[src/rtl/inst_queue.sv]
// rtl/inst_queue.sv - fetch-to-decode instruction queue with CTI pre-decode
// Multi-lane enqueue, single issue, flush with optional branch-delay-slot retention.
module inst_queue #(
  parameter int DEPTH     = 8,
  parameter int ENQ_WIDTH = 2,
  parameter int PTR_W     = $clog2(DEPTH)
) (
  input  logic                          clk,
  input  logic                          reset,
  input  logic [$clog2(ENQ_WIDTH+1)-1:0] enq_num,
  input  logic [32*ENQ_WIDTH-1:0]       enq_inst,
  input  logic [31:0]                   enq_pc,
  input  logic                          enq_exc,
  output logic                          enq_ready,
  output logic                          deq_valid,
  input  logic                          deq_ready,
  output logic [31:0]                   deq_inst,
  output logic [31:0]                   deq_pc,
  output logic                          deq_exc,
  output logic                          deq_is_cti,
  input  logic                          flush,
  input  logic                          flush_keep_ds,
  output logic [PTR_W:0]                count
);

  typedef logic [PTR_W:0] ptr_t;

  localparam ptr_t LP_READY_MAX = ptr_t'(DEPTH - ENQ_WIDTH);
  localparam ptr_t LP_ONE       = ptr_t'(1);

  function automatic logic f_is_cti(input logic [31:0] inst);
    logic [5:0] op;
    logic [5:0] fn;
    op = inst[31:26];
    fn = inst[5:0];
    return (op == 6'b000001) || (op[5:1] == 5'b00001) || (op[5:2] == 4'b0001) ||
           ((op == 6'b000000) && (fn[5:1] == 5'b00100));
  endfunction

  logic [31:0] r_inst [DEPTH];
  logic [31:0] r_pc   [DEPTH];
  logic        r_exc  [DEPTH];
  logic        r_cti  [DEPTH];

  ptr_t r_rptr;
  ptr_t r_wptr;
  logic r_ds_pend;

  ptr_t                 w_count;
  logic                 w_deq_fire;
  logic                 w_enq_fire;
  ptr_t                 w_rptr_nx;
  ptr_t                 w_wptr_nx;
  ptr_t                 w_left;
  logic                 w_pend_nx;
  ptr_t                 w_n_wr;
  logic [ENQ_WIDTH-1:0] w_wr_en;
  ptr_t                 w_lane_ptr [ENQ_WIDTH];
  logic [31:0]          w_lane_pc  [ENQ_WIDTH];

  assign w_count    = r_wptr - r_rptr;
  assign count      = w_count;
  assign enq_ready  = (w_count <= LP_READY_MAX);
  assign deq_valid  = (w_count != '0);
  assign w_deq_fire = deq_valid && deq_ready;
  assign w_enq_fire = (enq_num != '0) && enq_ready;
  assign w_rptr_nx  = r_rptr + ptr_t'(w_deq_fire);
  assign w_left     = w_count - ptr_t'(w_deq_fire);

  assign deq_inst   = r_inst[r_rptr[PTR_W-1:0]];
  assign deq_pc     = r_pc[r_rptr[PTR_W-1:0]];
  assign deq_exc    = r_exc[r_rptr[PTR_W-1:0]];
  assign deq_is_cti = r_cti[r_rptr[PTR_W-1:0]];

  // Flush outranks enqueue; a kept delay slot is either the oldest survivor or new lane 0.
  always_comb begin
    w_wptr_nx = r_wptr;
    w_pend_nx = r_ds_pend;
    w_n_wr    = '0;
    if (flush) begin
      if (!flush_keep_ds) begin
        w_wptr_nx = w_rptr_nx;
        w_pend_nx = 1'b0;
      end else if (w_left != '0) begin
        w_wptr_nx = w_rptr_nx + LP_ONE;
      end else if (w_enq_fire) begin
        w_n_wr    = LP_ONE;
        w_wptr_nx = r_wptr + LP_ONE;
        w_pend_nx = 1'b0;
      end else begin
        w_wptr_nx = w_rptr_nx;
        w_pend_nx = 1'b1;
      end
    end else if (w_enq_fire) begin
      if (r_ds_pend) begin
        w_n_wr    = LP_ONE;
        w_wptr_nx = r_wptr + LP_ONE;
        w_pend_nx = 1'b0;
      end else begin
        w_n_wr    = ptr_t'(enq_num);
        w_wptr_nx = r_wptr + ptr_t'(enq_num);
      end
    end
  end

  always_comb begin
    for (int i = 0; i < ENQ_WIDTH; i++) begin
      w_wr_en[i]    = (ptr_t'(i) < w_n_wr);
      w_lane_ptr[i] = r_wptr + ptr_t'(i);
      w_lane_pc[i]  = enq_pc + 32'(4 * i);
    end
  end

  always_ff @(posedge clk or posedge reset) begin
    if (reset) begin
      r_rptr    <= '0;
      r_wptr    <= '0;
      r_ds_pend <= 1'b0;
    end else begin
      r_rptr    <= w_rptr_nx;
      r_wptr    <= w_wptr_nx;
      r_ds_pend <= w_pend_nx;
    end
  end

  always_ff @(posedge clk) begin
    for (int i = 0; i < ENQ_WIDTH; i++) begin
      if (w_wr_en[i]) begin
        r_inst[w_lane_ptr[i][PTR_W-1:0]] <= enq_inst[32*i +: 32];
        r_pc[w_lane_ptr[i][PTR_W-1:0]]   <= w_lane_pc[i];
        r_exc[w_lane_ptr[i][PTR_W-1:0]]  <= enq_exc;
        r_cti[w_lane_ptr[i][PTR_W-1:0]]  <= f_is_cti(enq_inst[32*i +: 32]);
      end
    end
  end

endmodule
[config.mk]
export PLATFORM = sky130hd
export DESIGN_NAME = inst_queue
export DESIGN_NICKNAME = d
export VERILOG_FILES = /design/src/rtl/inst_queue.sv
export SDC_FILE = /design/constraint.sdc
export NUM_CORES = 1
export LEC_CHECK = 0
export CAP_MARGIN = 20
export CELL_PAD_IN_SITES_DETAIL_PLACEMENT = 1
export CELL_PAD_IN_SITES_GLOBAL_PLACEMENT = 1
export CORE_AREA = 3 3 284 342
export CTS_CLUSTER_SIZE = 28
export DETAILED_ROUTE_END_ITERATION = 10
export DIE_AREA = 0 0 287 345
export PLACE_DENSITY_LB_ADDON = 0.2
export SLEW_MARGIN = 10
export SYNTH_ARGS = -nofsm -noshare
export SYNTH_HDL_FRONTEND = slang
export SYNTH_SLANG_ARGS = --single-unit
[constraint.sdc]
create_clock -name clk -period 10.98 [get_ports clk]
set_input_delay 1.098 -clock clk [delete_from_list [all_inputs] [get_ports clk]]
set_output_delay 1.098 -clock clk [all_outputs]
set_load 0.03 [all_outputs]
==> metrics.yaml, run 1 <==
yosys:
  synth_edf_count: 528
  avgSynthCellArea_um2: 11.02
  synth_top_family_by_area: "simple AND/OR/NAND/NOR gates"
  synth.area.top_cells: "edfxtp_1, nand2_1, mux4_2, xnor2_1, xor2_1"
  synth_top_cell_by_area: "edfxtp_1"
  synth_top_area_share_pct: 56.37
  synth_nets: 2669
  netlist_instances: 2552
  synthXorXnorAreaFrac_pct: 7.064
  seq_area_frac_synth_pct: 57.17
  async_reset_ff_share_pct: 1.676
  yosysUniqueCellTypes: 52
  synth-simple-area-share_pct: 18.77
  synth-compound-area-share_pct: 1.281
  synth.yosys.warnings: 0
  yosys.area_share.adder_pct: 0.6316
  ys_ff_latch: 537
  ys.flop_type: "edfxtp_1"
  synthMuxAreaShare_pct: 11.04
  syn_area_mm2: 0.02813
power_and_ir_drop:
  p_clk_share_pct: 24.7
  total_leakage_power_nw: 11.92
  switchingPower_mw: 3.220
  comb_power_share_pct: 40.9
  p_sw_share_pct: 38.50
  seqPwrFrac_pct: 34.3
  peakVddDrop_v: 0.0002745
  power_density_mw_per_mm2: 255.1
  p_int_mw: 5.144
clocking:
  clk_pin_slew_ns: 0.06
  cts_tree: "done"
  clk-insertion-delay-late_ns: 0.63
  cts.hold.buffers_added: 0
  numCtsBuffers: 60
  clock-sinks: 537
  cts.repair.resized: 0
  postCtsSetupRepairBufs: 0
  cts-root-buf: "clkbuf_16"
  htreeDepth: 2
  clock_path_buffers: 3
worst_setup_path:
  r2r_cells: 15
  worstPathArrival_ns: 6.95
  worstSetupEndpointType: "flop"
  cp.required_ns: 11.22
  reg2reg_slack_ns: 4.27
  path_max_fanout: 44
  r2r_start: "r_rptr[2]"
  crit_path_start_kind: "flop"
  path_class: "flop to flop"
  worstReg2RegEnd: "r_inst[4][7]"
worst_hold_path:
  hp-start: "r_rptr[3]"
  whs_endpoint: "r_rptr[3]"
  hold_path_class: "flop to flop"
  whs_path_depth: 1
placed_design:
  place_congestion: 0.7779
  dp_hpwl_um: 55280
  portBuffers: 175
  place_ws_ns: 4.219
drt:
  drt_first_iter_violations: 1337
  drt_wl_total_um: 94890
  num_vias: 19320
  wl_per_cell_um: 24.41
  viasPerCell: 4.970
  drtAntennaViolNets: 0
  drt_pass1_iterations: 5
  remaining_drc_errors: 0
final_layout:
  area_delta_synth_final_pct: 16.56
  final_nets: 2706
  drive_gt1_share_pct: 11.41
  utilization_pct: 34.92
  fillers: 10190
  regArea_mm2: 0.01609
  multi_input_area_mm2: 0.01102
die:
  initial_core_util_pct: 29.96
  die_w_um: 287
  core_area_mm2: 0.09388
  die_h_um: 345
  design.die.area_mm2: 0.09902
  ios: 176
  rows: 123
global_routing:
  grt_max_degree: 100
  overflow: 0
  antenna_found_initial: 4
  grt_usage_pct: 18.98
  grt_pass1_wl_um: 140200
  grt_pass1_vias: 21320
sta:
  rsz0062_at_grt: "no"
  tightest_slew_ns: 1.039
  fin_ws_ns: 4.274
  setup_viol: 0
  post-route-min-period_ns: 6.706
  fmax_mhz: 149.1
  relSlewSlack_pct: 30.75
  finalSetupTns_ns: 0
  post-route-period-util_pct: 61.07
  hold_violations: 0
  maxSlewViolCount: 0
  finalClockSkew_ns: 0.02210
job:
  cap_violations: 0
outcome:
  status: "finished, final reports clean"
## per-stage QoR
stage	instances	hold slack [ns]	power, mW	cell area (um2)
global route	3887	0.6830	8.789	32780
floorplan	2552	0.5170	5.086	28130
global placement	3776	0.5961	6.373	30800
detailed placement	3777	0.6195	6.414	30810
CTS	3887	0.6312	8.503	32780
finish	3888	0.6231	8.364	32790
## registers in the layout, indices dropped and copies added (netlist names)
signal,count
r_inst,256
r_pc,256
r_cti,8
r_exc,8
r_rptr,4
r_wptr,4
r_ds_pend,1
## kinds of logic after synthesis
| kind of cell | Yosys count |
|---|---|
| buffers and inverters | 256 |
| DFF | 537 |
| muxes | 145 |
| xor gates and xnor gates | 226 |
| AOI/OAI and AO/OA | 54 |
| adders and majority gates | 13 |
| and+or+nand+nor | 1321 |
## power groups by stage
stage	clock network, mW	registers [mW]	logic (mW)
2_1_floorplan	0	2.82	2.26
3_3_place_gp	0	2.90	3.47
3_5_place_dp	0	2.92	3.49
4_1_cts	2.12	2.88	3.51
5_1_grt	2.19	2.91	3.69
6_report	2.07	2.87	3.42
## synth_stat cells (13+ instances only)
cell type and number:
nor2_1 78, xor2_1 70, edfxtp_1 528, xnor2_1 155, buf_1 54, o21ai_0 24, and3_1 14, nand2_1 1165
mux4_2 132, clkbuf_1 85, inv_1 13, buf_2 87, buf_4 16
## area by class of cell
class,instances,area share [%]
antenna,1,0.007632
tap,1250,4.770
clock buffer,69,4.682
clock inverter,41,1.324
multi-input combinational,1759,33.61
sequential,537,49.08
timing repair buffer,218,6.377
inverter,13,0.1526
## worst max-delay path by stage
stage | startpoint | to | depth (start not counted)
2_1_floorplan | r_rptr[1] | r_cti[0] | 17
3_3_place_gp | r_rptr[2] | r_inst[4][8] | 15
3_5_place_dp | r_rptr[2] | r_inst[4][10] | 15
4_1_cts | r_rptr[2] | r_inst[4][7] | 15
5_1_grt | r_rptr[2] | r_inst[4][9] | 15
6_report | r_rptr[2] | r_inst[4][7] | 15
## per-layer routing
metal | vias up | part of all wire (%) | GRT usage (%)
li1 | 8706 | - | -
met1 | 10070 | 44 | 25.29
met2 | 430 | 50 | 32.94
met3 | 106 | 4.4 | 2.757
met4 | 6 | 1.5 | 3.597
met5 | - | 0.040 | 0
## worst max-delay path: stages, from the launching register on
cell,delay [ns]
dfrtp_4,0.80
clkinv_2,0.83
ha_1,0.67
a21oi_1,0.10
a21oi_1,0.29
nor2_1,0.12
or4_1,0.50
and2_1,0.21
ha_1,0.20
xnor2_1,0.19
o211a_1,0.37
nand2_1,0.10
a21o_1,0.37
o41ai_2,0.28
buf_4,0.45
buf_4,0.78
## cells in the final DEF (no fill, tap or decap), types with 13 or more instances in the layout
cell / n
and3_1: 14
buf_4: 41
clkbuf_16: 60
clkdlybuf4s50_1: 175
clkinv_1: 15
clkinv_2: 13
edfxtp_1: 528
mux4_2: 132
nand2_1: 1165
nor2_1: 78
o21ai_0: 23
xnor2_1: 155
xor2_1: 70
(Power assumes the default switching activity.)
==> run 2, diff against run 1 <==
==> constraint.sdc (replaced) <==
create_clock -name clk -period 6.9 [get_ports clk]
set_input_delay 0.69 -clock clk [delete_from_list [all_inputs] [get_ports clk]]
set_output_delay 0.69 -clock clk [all_outputs]
set_load 0.03 [all_outputs]
==> run 2 against run 1 <==
Cell count is 0.18% higher. Core utilization is 0.15 points higher. Die area stayed put. Setup slack worse by 2.9 ns. Hold slack worse by 0.14 ns. Total power is 60% higher. Critical endpoint is now r_pc[0][22]. Largest cell class unchanged. Highest routed layer unchanged.
==> metrics.yaml, run 2 (synthesized netlist as in run 1, its figures left out) <==
global_routing:
  grt_usage_pct: 19.31
  busiest_layer: "met2"
  use_met1_pct: 24.08
  grt_max_degree: 67
  met3_usage_pct: 3.773
  antenna_found_initial: 8
  grt_pass1_wl_um: 141900
  overflow: 0
  met2_usage_pct: 34.09
  grt_pass1_vias: 21310
final_layout:
  final_nets: 2706
  final_cell_mix: "nand2_1, edfxtp_1, clkdlybuf4s50_1, xnor2_1, mux4_2"
  drive_gt1_share_pct: 11.55
  layout_commonest_cell: "nand2_1"
  final_cells: 3895
  area_delta_synth_final_pct: 17.06
sta:
  hold_violations: 0
  tightest_slew_ns: 1.081
  relSlewSlack_pct: 27.94
  post-route-period-util_pct: 79.95
  fmax_mhz: 181.3
  post-route-min-period_ns: 5.516
  finalClockSkew_ns: 0.01738
  rsz0062_at_grt: "no"
  whs_ns: 0.4789
  setup_viol: 0
  maxSlewViolCount: 0
power_and_ir_drop:
  power_density_mw_per_mm2: 406.8
  p_int_mw: 8.205
  peakVddDrop_v: 0.0002272
  comb_power_share_pct: 41.6
  seqPwrFrac_pct: 33.7
  p_clk_share_pct: 24.7
  p_sw_share_pct: 38.75
  total_leakage_power_nw: 12.01
  switchingPower_mw: 5.191
die:
  rows: 123
  die_w_um: 287
  design.die.area_mm2: 0.09902
  initial_core_util_pct: 29.96
  die_h_um: 345
  core_area_mm2: 0.09388
  ios: 176
job:
  cap_violations: 0
worst_setup_path:
  crit_path_start_kind: "flop"
  path_max_fanout: 41
  r2r_start: "r_wptr[0]"
  worstPathArrival_ns: 5.77
  path_class: "flop to flop"
  r2r_cells: 13
  cp.required_ns: 7.16
  worstReg2RegEnd: "r_pc[0][22]"
  reg2reg_slack_ns: 1.38
  worstSetupEndpointType: "flop"
clocking:
  clk_pin_slew_ns: 0.06
  clock_path_buffers: 3
  htreeDepth: 2
  cts.hold.buffers_added: 0
  clk-insertion-delay-late_ns: 0.65
  numCtsBuffers: 59
  postCtsSetupRepairBufs: 0
  clock-sinks: 537
  cts.repair.resized: 0
  cts_tree: "done"
  cts-root-buf: "clkbuf_16"
placed_design:
  place_inst: 3778
  dp_hpwl_um: 56610
  portBuffers: 175
  place_congestion: 0.7876
outcome:
  status: "finished, final reports clean"
drt:
  drt_wl_total_um: 95850
  wl_per_cell_um: 24.61
  drt_pass1_iterations: 5
  remaining_drc_errors: 0
  num_vias: 19280
  viasPerCell: 4.951
  drt_first_iter_violations: 1365
  drtAntennaViolNets: 0
worst_hold_path:
  hold_path_class: "primary input to async pin"
run 2: changes by cell type in the layout (fill, tap and decap cells not counted), moves of 2 or more:
cell,change
o41ai_2,-7
clkbuf_1,+3
o41ai_4,+6
diode_2,+4
clkinv_1,-5
buf_4,-2
clkinv_2,+4
buf_12,+4
run 2: per-layer routing:
layer  part of all wire, %  wire [um]
met1                    42      39920
met2                    51      48410
met3                   5.3       5034
met4                   2.5       2424
met5                 0.063         60
run 2: power groups by stage:
stage / Sequential [mW] / Clock [mW] / Combinational [mW]
2_1_floorplan: 4.43 / 0 / 3.62
3_3_place_gp: 4.56 / 0 / 5.64
3_5_place_dp: 4.60 / 0 / 5.68
4_1_cts: 4.53 / 3.38 / 5.70
5_1_grt: 4.57 / 3.50 / 6.00
6_report: 4.51 / 3.31 / 5.57
run 2: layout make-up:
class,count,area (um2)
antenna,5,12.51
clock buffer,74,1585
clock inverter,38,401.6
fill,10140,60950
inverter,13,50.05
multi-input combinational,1759,11080
sequential,537,16090
tap,1250,1564
timing repair buffer,219,2145
run 2: how the worst max path moves through the flow:
stage | from | end | slack [ns] | depth (start not counted)
3_5_place_dp | r_wptr[0] | r_pc[0][14] | 1.42 | 13
2_1_floorplan | r_rptr[1] | r_cti[1] | -1.48 | 17
3_3_place_gp | r_wptr[0] | r_pc[0][16] | 1.46 | 13
5_1_grt | r_wptr[0] | r_pc[0][22] | 1.09 | 14
4_1_cts | r_wptr[0] | r_pc[0][22] | 1.37 | 13
6_report | r_wptr[0] | r_pc[0][22] | 1.38 | 13
run 2: stage by stage:
stage | area, um2 | TNS, ns | util [%] | setup WS (ns) | power [mW]
floorplan | 28180 | -683.28 | - | -1.476 | 8.051
global placement | 30930 | 0 | 32.95 | 1.463 | 10.20
detailed placement | 30930 | 0 | 32.95 | 1.422 | 10.27
CTS | 32920 | 0 | 35.06 | 1.371 | 13.60
global route | 32920 | 0 | 35.06 | 1.086 | 14.07
finish | 32930 | 0 | 35.08 | 1.384 | 13.40
run 2: worst max-delay path: stages (launching register included):
cell     delay (ns)
dfrtp_1        0.77
inv_1          0.35
ha_1           0.30
inv_1          0.07
fa_1           0.51
or4_1          0.58
and2_1         0.20
ha_1           0.26
nor2b_1        0.15
o211a_1        0.34
nand2_1        0.10
a21o_1         0.45
o41ai_4        0.34
buf_4          0.68
==> run 3, diff against run 2 <==
==> constraint.sdc (replaced) <==
create_clock -name clk -period 5.3 [get_ports clk]
set_input_delay 0.53 -clock clk [delete_from_list [all_inputs] [get_ports clk]]
set_output_delay 0.53 -clock clk [all_outputs]
set_load 0.03 [all_outputs]
==> run 3 against run 2 <==
First-iteration DRC count rose by 1.6%. Global-route usage rose by 0.17 points. Total power rose by 32%. Clock skew rose by 0.0038 ns. Critical path depth did not move. Critical endpoint is now r_inst[0][10]. Largest cell class unchanged.
==> metrics.yaml, run 3 (synthesized netlist as in run 1, its figures left out) <==
outcome:
  status: "finished, final reports clean"
sta:
  rsz0062_at_grt: "no"
  post-route-period-util_pct: 89.35
  maxSlewViolCount: 0
  post-route-min-period_ns: 4.736
  hold_violations: 0
  setup_viol: 0
  tightest_slew_ns: 1.145
  fmax_mhz: 211.2
  relSlewSlack_pct: 23.69
  finalClockSkew_ns: 0.02120
  fin_ws_ns: 0.5644
placed_design:
  place_congestion: 0.8152
  place_ws_ns: 0.5478
  dp_hpwl_um: 57180
  portBuffers: 175
clocking:
  cts.hold.buffers_added: 0
  clk_pin_slew_ns: 0.06
  cts_tree: "done"
  numCtsBuffers: 60
  cts-root-buf: "clkbuf_16"
  postCtsSetupRepairBufs: 0
  htreeDepth: 2
  clock-sinks: 537
  clk-insertion-delay-late_ns: 0.64
  cts.repair.resized: 0
  clock_path_buffers: 3
worst_setup_path:
  cp.required_ns: 5.56
  worstPathArrival_ns: 4.99
  crit_family: "simple AND/OR/NAND/NOR gates"
  cpPeakStageDelay_ns: 0.85
  critical_path.most_common_cell: "ha_4"
  slowest_stage: "dfrtp_1"
  crit_buf_inv: 1
  path_class: "flop to flop"
  crit_chain: "ha_4, nand3b_1, and3_4, nor2_4, or4_4, and2_4, ha_4, nor2b_1, o211a_1, nand2_2, a21o_4, o41ai_4, buf_4"
  crit_path_start_kind: "flop"
  path_max_fanout: 31
  worstSetupEndpointType: "flop"
drt:
  drt_first_iter_violations: 1387
  viasPerCell: 4.961
  num_vias: 19340
  wl_per_cell_um: 25.00
  drt_pass1_iterations: 5
  remaining_drc_errors: 0
  drtAntennaViolNets: 0
  drt_wl_total_um: 97430
die:
  rows: 123
  core_area_mm2: 0.09388
  design.die.area_mm2: 0.09902
  die_h_um: 345
  die_w_um: 287
  ios: 176
  initial_core_util_pct: 29.96
final_layout:
  layout_commonest_cell: "nand2_1"
  regArea_mm2: 0.01609
  area_delta_synth_final_pct: 17.71
  diodes: 0
  fillers: 10230
  utilization_pct: 35.27
  final_nets: 2714
  drive_gt1_share_pct: 12.27
  multi_input_area_mm2: 0.01117
  final_cell_mix: "nand2_1, edfxtp_1, clkdlybuf4s50_1, xnor2_1, mux4_2"
global_routing:
  grt_pass1_vias: 21080
  grt_pass1_wl_um: 142900
  grt_max_degree: 135
  antenna_found_initial: 0
  overflow: 0
  grt_usage_pct: 19.48
power_and_ir_drop:
  total_leakage_power_nw: 12.04
  peakVddDrop_v: 0.0004721
  power_density_mw_per_mm2: 532.1
worst_hold_path:
  hold_path_class: "primary input to async pin"
job:
  cap_violations: 0
run 3: cell type report:
| cell class | count | area share (%) |
|---|---|---|
| Clock inverter | 41 | 1.051 |
| Clock buffer | 72 | 4.762 |
| Timing Repair Buffer | 226 | 6.953 |
| Sequential cell | 537 | 48.60 |
| Inverter | 13 | 0.1738 |
| Tap cell | 1250 | 4.724 |
| Multi-Input combinational cell | 1759 | 33.74 |
run 3: stage by stage:
stage | hold WS (ns) | cell area (um2) | instances | setup TNS [ns] | total power, mW
5_1_grt | 0.3851 | 33110 | 3898 | 0 | 18.48
4_1_cts | 0.3430 | 33080 | 3896 | 0 | 17.85
3_3_place_gp | 0.5548 | 31160 | 3783 | 0 | 13.57
6_report | 0.3892 | 33110 | 3898 | 0 | 17.62
2_1_floorplan | 0.3579 | 28400 | 2552 | -272.97 | 10.65
3_5_place_dp | 0.5873 | 31160 | 3783 | 0 | 13.66
run 3: report_power, final:
part | switching, mW | total [mW] | leakage, nW | internal, mW
registers | 0.219 | 5.73 | 4.87 | 5.51
logic | 4.90 | 7.73 | 6.23 | 2.83
clock network | 1.80 | 4.16 | 0.944 | 2.36
run 3: per-layer routing:
metal  global-route usage, %  part of all wire [%]  up-vias
met5                       0                     0        -
met3                   2.606                   4.5      114
met2                   35.00                    52      458
met4                   3.659                   1.6        0
met1                   25.08                    42    10060
li1                        -                     -     8709
run 3: worst reg2reg max path: cells and delay by family, from the launching register on:
kind,cells,cell delay (ns)
and+or+nand+nor,7,1.37
AOI/OAI and AO/OA,3,0.99
DFF,1,0.85
buffers and inverters,1,0.60
adders and majority gates,2,0.56
run 3: worst paths after layout:
check | endpoint | slack (ns) | startpoint | cells past startpoint
worst max-delay path | r_inst[0][10] | 0.56 | r_wptr[1] | 13
worst min-delay path | r_wptr[3] | 0.39 | reset | 2
worst max register to register | r_inst[0][10] | 0.56 | r_wptr[1] | 13
worst min register to register | r_rptr[3] | 0.59 | r_rptr[3] | 1
max in group asynchronous | r_rptr[1] | 4.55 | reset | 2
min in group clk | r_rptr[3] | 0.59 | r_rptr[3] | 1
